`config.mk`:
```
export PLATFORM = sky130hd
export DESIGN_NAME = piano_keypad_poly
export DESIGN_NICKNAME = d
export VERILOG_FILES = /design/src/rtl/piano_keypad_poly.sv
export SDC_FILE = /design/constraint.sdc
export NUM_CORES = 1
export LEC_CHECK = 0
export ABC_AREA = 1
export CAP_MARGIN = 20
export CORE_UTILIZATION = 48
export CTS_CLUSTER_SIZE = 16
export DETAILED_ROUTE_END_ITERATION = 10
export PLACE_DENSITY_LB_ADDON = 0.12
export SLEW_MARGIN = 20
export SYNTH_ARGS = -nofsm -noshare
export SYNTH_HDL_FRONTEND = slang
export SYNTH_SLANG_ARGS = --single-unit
```
`constraint.sdc`:
```
create_clock -name clk -period 1.63 [get_ports clk]
set_clock_uncertainty 0.1 [all_clocks]
set_input_delay 0.326 -clock clk [delete_from_list [all_inputs] [get_ports clk]]
set_output_delay 0.326 -clock clk [all_outputs]
set_load 0.02 [all_outputs]
```
`src/rtl/piano_keypad_poly.sv`:
```
// piano_keypad_poly
// Polyphonic keypad decoder. Keypad press/release events are taken on the
// rising edge of 'ready'. Each held note key is allocated to one of CHANNELS
// voice slots. Each slot reports note and octave to the tone generators.
// Also handles a runtime base octave (up/down keys), all-notes-off, duplicate
// suppression and optional voice stealing.
//
// Ports
//   clk          in   1            system clock, rising edge
//   rst_n        in   1            asynchronous active-low reset
//   ready        in   1            keypad data valid; one event per rising edge
//   keycode      in   5            key index, sampled with ready
//   key_release  in   1            0 = press, 1 = release, sampled with ready
//   note         out  4*CHANNELS   slot i at [4i+3:4i]; 0 = rest, 1..12 = C..B
//   octave       out  4*CHANNELS   slot i at [4i+3:4i]
//   active       out  CHANNELS     slot i holds a key
//   base_octave  out  4            current base octave
//   event_ack    out  1            one-cycle pulse per accepted event
//   overflow     out  1            one-cycle pulse when a press found no free slot
module piano_keypad_poly #(
  parameter int CHANNELS       = 4,
  parameter int DEFAULT_OCTAVE = 4,
  parameter int MIN_OCTAVE     = 1,
  parameter int MAX_OCTAVE     = 7,
  parameter int STEAL          = 0
) (
  input  logic                  clk,
  input  logic                  rst_n,
  input  logic                  ready,
  input  logic [4:0]            keycode,
  input  logic                  key_release,
  output logic [4*CHANNELS-1:0] note,
  output logic [4*CHANNELS-1:0] octave,
  output logic [CHANNELS-1:0]   active,
  output logic [3:0]            base_octave,
  output logic                  event_ack,
  output logic                  overflow
);

  localparam int VW = (CHANNELS > 1) ? $clog2(CHANNELS) : 1;

  logic          ready_q;
  logic [4:0]    key_mem [CHANNELS];
  logic [VW-1:0] victim;

  logic                take;
  logic                is_note;
  logic [3:0]          dec_note;
  logic [3:0]          dec_oct;
  logic [3:0]          oct_up;
  logic [3:0]          oct_down;
  logic [CHANNELS-1:0] hit_vec;
  logic [CHANNELS-1:0] slot_set;
  logic [CHANNELS-1:0] slot_clr;
  logic                any_hit;
  logic                has_free;
  logic                press_full;

  // Event decode: find the held slot for this key, the lowest free slot, and
  // turn the event into per-slot set/clear enables.
  always_comb begin
    take     = ready & ~ready_q;
    is_note  = (keycode >= 5'd1) && (keycode <= 5'd24);
    oct_up   = (base_octave >= 4'(MAX_OCTAVE)) ? 4'(MAX_OCTAVE) : base_octave + 4'd1;
    oct_down = (base_octave <= 4'(MIN_OCTAVE)) ? 4'(MIN_OCTAVE) : base_octave - 4'd1;
    if (keycode > 5'd12) begin
      dec_note = 4'(keycode - 5'd12);
      dec_oct  = oct_up;
    end else begin
      dec_note = keycode[3:0];
      dec_oct  = base_octave;
    end

    hit_vec  = '0;
    slot_set = '0;
    slot_clr = '0;
    has_free = 1'b0;
    for (int i = 0; i < CHANNELS; i++) begin
      hit_vec[i] = active[i] && (key_mem[i] == keycode);
    end
    any_hit = |hit_vec;

    // Only the lowest-index idle slot is claimed.
    for (int i = 0; i < CHANNELS; i++) begin
      if (!active[i] && !has_free) begin
        has_free = 1'b1;
        if (take && is_note && !key_release && !any_hit) slot_set[i] = 1'b1;
      end
    end

    press_full = take && is_note && !key_release && !any_hit && !has_free;

    for (int i = 0; i < CHANNELS; i++) begin
      if (press_full && (STEAL != 0) && (victim == VW'(i))) slot_set[i] = 1'b1;
      if (take && is_note && key_release && hit_vec[i]) slot_clr[i] = 1'b1;
      if (take && !key_release && (keycode == 5'd27)) slot_clr[i] = 1'b1;
    end
  end

  // All state and outputs; every effect lands on the edge that sees the event.
  always_ff @(posedge clk or negedge rst_n) begin
    if (!rst_n) begin
      ready_q     <= 1'b0;
      note        <= '0;
      octave      <= '0;
      active      <= '0;
      base_octave <= 4'(DEFAULT_OCTAVE);
      event_ack   <= 1'b0;
      overflow    <= 1'b0;
      victim      <= '0;
      for (int i = 0; i < CHANNELS; i++) key_mem[i] <= 5'd0;
    end else begin
      ready_q   <= ready;
      event_ack <= take;
      overflow  <= press_full;

      if (press_full && (STEAL != 0)) begin
        victim <= (victim == VW'(CHANNELS - 1)) ? '0 : victim + 1'b1;
      end

      if (take && !key_release) begin
        if (keycode == 5'd25) base_octave <= oct_down;
        if (keycode == 5'd26) base_octave <= oct_up;
      end

      // Octave is left untouched on clear so a released voice keeps its register.
      for (int i = 0; i < CHANNELS; i++) begin
        if (slot_set[i]) begin
          key_mem[i]       <= keycode;
          note[4*i +: 4]   <= dec_note;
          octave[4*i +: 4] <= dec_oct;
          active[i]        <= 1'b1;
        end else if (slot_clr[i]) begin
          note[4*i +: 4] <= 4'd0;
          active[i]      <= 1'b0;
        end
      end
    end
  end

endmodule

```
[Word-level counts from Yosys, hierarchy flattened]
Index checks and enable logic that the tools add are counted.
Storage, ports and cells
  flip-flop bits (word level): 63
  input port bits: 9
  output and inout bits: 42
  word-level logic and storage cells: 110
Cells by class
  $add $sub $neg: 3
  $lt $le $gt $ge: 5
  equal/unequal tests: 7
  mux-type cells: 39
  bitwise logic cells: 2
  reductions and logical operators: 34
Operators by type and width (count)
  $mux 4: 14
  $mux 1: 25
  $eq 5x5->1: 4
  $logic_and 1x1->1: 19
  $eq 5x5->1 const B: 3
  $reduce_bool 2->1: 5
  $logic_not 1->1: 8
  $ge 5x1->1 const B: 1
  $gt 5x4->1 const B: 1
  $le 5x5->1 const B: 1
  $add 4x1->4 const B: 1
  $ge 4x3->1 const B: 1
  $le 4x1->1 const B: 1
  $reduce_or 4->1: 1
  $sub 4x1->4 const B: 1
  $sub 4x4->4 const B: 1
  $reduce_and 2->1: 1
  $and 1x1->1: 1
  $not 1->1: 1

[Depth between registers and ports, before layout]
Gate-level depths: netlist (run 1).
  depth after elaboration: 11
  depth in mapped cells: 13
  depth with buffers taken out: 10

[Least setup slack after synthesis (run 1)]
OpenSTA, ideal clock, no wires.
  kind: input-to-reg
  from: in keycode[1]
  to: reg octave[12]
  library setup time: 0.134 ns
  arrival: 1.526 ns
  path slack: -0.130 ns
  stages: 11
  path buffers: 3
  cell sequence: buf_2 > nor2_2 > a21oi_1 > nor2_2 > nand2_1 > nor2_4 > buf_6 > nand3_4 > buf_6 > nand2_1 > o21ai_1
On the way
  longest elaborated chain between the ends: 7
RTL lines
  start: declaration: RTL line 30  | input logic [4:0] keycode,
  $ge 5x1->1 (tied with other cells): RTL line 63  | is_note = (keycode >= 5'd1) && (keycode <= 5'd24);
  $logic_and 1x1->1, on equally long branches: RTL line 63, 79
  $logic_and 1x1->1 / $reduce_or 4->1 (equally long branches): RTL line 87, 81
  $logic_and 1x1->1 / $logic_not 1->1 (equally long branches): RTL line 87  | if (take && is_note && !key_release && !any_hit) slot_set[i] = 1'b1;
  $logic_and 1x1->1: RTL line 87
  $mux 1: RTL line 87
  $mux 1: RTL line 85  | if (!active[i] && !has_free) begin
  end signal: indexed assignment: RTL line 131  | octave[4*i +: 4] <= dec_oct;
  end: declaration: RTL line 33  | output logic [4*CHANNELS-1:0] octave,
Parallel ways exist; a longest one is shown, timed or not.
A chain may end at the register's enable or synchronous reset.

[Final worst setup path (run 1)]
  from: reg key_mem[8] (netlist name)
  to: reg octave[3]
On the way
  longest elaborated chain between the ends: 7
RTL lines
  start: declaration: RTL line 43  | logic [4:0] key_mem [CHANNELS];
  start signal: indexed assignment: RTL line 129  | key_mem[i] <= keycode;
  $eq 5x5->1: RTL line 79  | hit_vec[i] = active[i] && (key_mem[i] == keycode);
  $logic_and 1x1->1: RTL line 79
  $reduce_or 4->1: RTL line 81  | any_hit = |hit_vec;
  $logic_not 1->1: RTL line 87
  $logic_and 1x1->1: RTL line 87
  $mux 1: RTL line 87
  $mux 1: RTL line 85
Every way passes these cells.

==> impl.org, run 1 <==
** Outcome
- The run finished, with violations left.
- Violated checks :: negative setup slack

** Die
- After floorplanning, the core was sized to cover 6350 sq um.
- 51 I/O pins were placed.
- Core Rows :: 29
- In this run the vertical extent of the chip is 83.2 um.
- Die ar. :: 6920 sq um
- For this configuration, the core starts out at a cell density of 49.8%.
- Overall die width :: 83.2 um

** Timing
- Derived from the worst setup path, the maximum achievable clock frequency is 0.531 GHz.
- Setup-failing EPs final :: 59
- Count of final max-slew check failures :: 0
- RSZ-0062 raised after global routing :: yes
- Final Hold Vio Count :: 0
- The smallest clock period supported by the final layout is computed as 1.88 ns.
- The final critical path takes up 116% of the cycle.
- Slew HR :: 64.6%
- Tightest Pin Transition :: 0.530 ns
- Across all setup checks in the final design, the least slack found is -0.254 ns.

** Flow run
- The tool flagged a number of max-cap violations equal to 0.

** Routing
- Post-DRT Antenna Nets :: 0
- Before antenna repair, the detailed router went through 5 iterations.
- After the first detailed-routing iteration, the DRC count stood at 259.
- After detailed routing, the number of vias per cell comes to 5.74.
- DR vias :: 3511
- The final layout contains routed wiring with a total length of 11600 um.
- In the final routed layout, each cell accounts on average for 19.0 um.
- Residual DRC count :: 0

** Setup path
- Register-to-Register Path Depth :: 13
- The worst register-to-register path has a setup slack of -0.25 ns.
- In this design, the stage delay of the slowest critical-path cell is 0.41 ns.
- Startpoint of the lowest-slack register-to-register path :: key_mem[8]
- Endpoint type of the worst setup path :: register
- Worst endpoint required time :: 1.77 ns
- Along the worst path, the maximum fanout reaches 5.
- The critical path starts at key_mem[8].
- Worst setup path category :: reg -> reg
- At the worst endpoint, the arrival time is 2.03 ns.
- Timing endpoint of the critical path :: octave[3]
- Reg-to-reg endpoint :: octave[3]
- Worst Setup Start Kind :: register
- The signal on the critical path passes through inv_1, nand2_1, nand2_1, nor2_1, nand3_1, nand2_2, nor2_4, buf_6, buf_6, nand3_4, clkbuf_16, nand2_2, o21ai_1.
- On the critical path, the stage with the largest delay is an instance of sky130_fd_sc_hd__dfrtp_1.

** Clock tree
- TritonCTS built the clock tree.
- No sink is reached through more buffers than the 2 on the longest clock path.
- Clock Sink Count :: 63
- CTS Root Cell :: sky130_fd_sc_hd__clkbuf_8
- Clock-pin slew was measured on the worst setup and hold paths at 0.07 ns.
- Number of H-tree levels :: 3
- The clock reaches the later pin of the worst-skew pair after 0.35 ns.
- Number of clock buffers inserted by TritonCTS :: 9

** Logic synthesis
- Sequential elements use 49.9% of the synthesized area.
- The number of nets in the synthesized netlist is 412.
- The synthesized design contains 63 register bits.
- Mean Syn Cell Area :: 7.97 sq um
- Post-synthesis instance area :: 3160 sq um
- Total number of yosys warnings :: 0
- The cell count after synthesis came out at 397.
- Library cells used by synthesis :: 26

** GRT
- Largest net degree at the start of global routing :: 64
- Via count of the first global-routing pass :: 3449
- First-pass GRT wire length :: 17100 um
- Global routing used 32.0% of the available tracks across all layers.
- The number of antenna violations at the first check in global routing came to 0.
- For this run the aggregate overflow at the end of global routing stands at 0.

** Placed design
- Routability-driven placement finished with a final weighted congestion of 0.861.
- # placed instances :: 564
- In this run the tool buffered the top-level ports with 50 buffer cells.
- The wire-length estimate of the detail-placed layout is 5880 um.

** Cells and area
- From synthesis to final layout, the design area changed by 63.3%.
- Commonest non-fill, non-tap cell in the layout :: sky130_fd_sc_hd__nand2_1
- Nets :: 545
- In the layout the commonest cells are sky130_fd_sc_hd__nand2_1, sky130_fd_sc_hd__dfrtp_1, sky130_fd_sc_hd__buf_4.
- The repair_antennas step left the layout with diodes totalling 0.
- The post-route netlist has 39.1% of its cells at a drive strength greater than 1.
- Once layout is complete, the cells apart from fillers number 612.

** Worst hold path
- Classification of the worst-slack hold path :: in -> reg

** Power
- VDD IR max :: 0.000964 V
- LEAKAGE :: 0.00264 uW
- Total chip power :: 7830 uW
- For this design the ratio of total power to cell area is 1520 nW/um^2.
## final cells by class
cell class                      instances  area (sq um)
Sequential cell                        63          1580
Inverter                               34           158
Clock inverter                          3          65.1
Tap cell                               77          96.3
Timing Repair Buffer                  133          1310
Multi-Input combinational cell        289          1790
Fill cell                             364          1180
Clock buffer                           13           159
## Yosys cell counts
master,n,area share (%)
sky130_fd_sc_hd__xor2_1,1,0.28
sky130_fd_sc_hd__nor2_4,1,0.36
sky130_fd_sc_hd__buf_6,6,2.1
sky130_fd_sc_hd__nand2_1,138,16
sky130_fd_sc_hd__nand3_4,2,1.1
sky130_fd_sc_hd__nand3_2,1,0.32
sky130_fd_sc_hd__inv_1,28,3.3
sky130_fd_sc_hd__nand4_1,16,3.2
sky130_fd_sc_hd__buf_4,5,1.2
sky130_fd_sc_hd__o21ai_1,29,4.6
sky130_fd_sc_hd__a211oi_1,1,0.24
sky130_fd_sc_hd__nor2_1,35,4.2
sky130_fd_sc_hd__o21ai_0,9,1.4
sky130_fd_sc_hd__a21oi_1,8,1.3
sky130_fd_sc_hd__dfstp_2,1,0.83
sky130_fd_sc_hd__buf_2,6,0.95
sky130_fd_sc_hd__o21bai_1,1,0.24
sky130_fd_sc_hd__nor2_2,2,0.40
sky130_fd_sc_hd__nor3_1,5,0.79
sky130_fd_sc_hd__o211ai_1,2,0.47
sky130_fd_sc_hd__o22ai_1,1,0.20
sky130_fd_sc_hd__a21oi_2,1,0.28
sky130_fd_sc_hd__dfrtp_1,62,49
sky130_fd_sc_hd__inv_2,6,0.71
sky130_fd_sc_hd__ha_1,6,2.4
sky130_fd_sc_hd__nand3_1,24,3.8
## worst max-delay path: cells and delay by family (launching register included)
family	cells	cell delay [ns]
AOI/OAI and AO/OA	1	0.06
buffers and inverters	4	0.50
DFF	1	0.41
and+or+nand+nor	8	0.70
## through the flow
| stage | cell area [sq um] | hold WS, ns | setup WS, ns | util [%] | TNS, ns |
|---|---|---|---|---|---|
| 5_1_grt | 5160 | 0.127 | -0.385 | 81.3 | -18.13 |
| 2_1_floorplan | 3270 | -0.0696 | -0.0000224 | - | -0.0000806 |
| 6_report | 5160 | 0.117 | -0.254 | 81.3 | -10.52 |
| 3_5_place_dp | 4200 | 0.270 | -0.778 | 66.1 | -42.35 |
| 3_3_place_gp | 4200 | 0.263 | -0.710 | 66.1 | -39.50 |
| 4_1_cts | 4820 | 0.121 | -0.120 | 75.8 | -2.48 |
## power by group
part	switching (uW)	leakage (uW)	internal [uW]
Sequential	483	0.000794	2190
Combinational	2090	0.00173	1520
Clock	608	0.000114	944
## what timing repair did
item,CTS,global route
hold buffers,1,0
pin swaps,24,29
gates cloned,9,3
endpoints found under the hold margin,62,0
gates resized for setup,115,77
endpoints found under the setup margin,103,66
buffers inserted,13,10
## routing by layer
| metal | routed length, um | global-route usage [%] | up-vias |
|---|---|---|---|
| met4 | 561 | 19.0 | 0 |
| li1 | - | - | 1562 |
| met3 | 701 | 7.16 | 50 |
| met2 | 5920 | 52.4 | 202 |
| met1 | 4460 | 38.5 | 1697 |
| met5 | 0 | 0 | - |
## flip-flops by register name, summed over array words and instances, names as in the netlist
signal and cells:
key_mem 20, note 16, octave 16, active 4, base_octave 4, event_ack 1, overflow 1, ready_q 1
## cells by family after synthesis
kind of cell | synth area share, %
flops | 49.9
buf+inv | 8.31
fa+ha+maj | 2.37
simple gates | 30.5
compound gates | 8.70
xor+xnor | 0.277
## worst min-delay path by stage
stage / startpoint / depth (start not counted) / end
global placement: rst_n / 2 / octave[0]
detailed placement: rst_n / 2 / octave[0]
global route: ready / 1 / ready_q
floorplan: rst_n / 0 / active[0]
finish: ready / 1 / ready_q
CTS: ready / 1 / ready_q
No activity file was read; power rests on OpenSTA's default activity.
==> run 2: changes to the inputs <==
ABC_CLOCK_PERIOD_IN_PS = 1630   (was default)
CAP_MARGIN = default   (was 20)
==> results of run 2 <==
The final DEF is identical to that of run 1; final timing and power are the same.
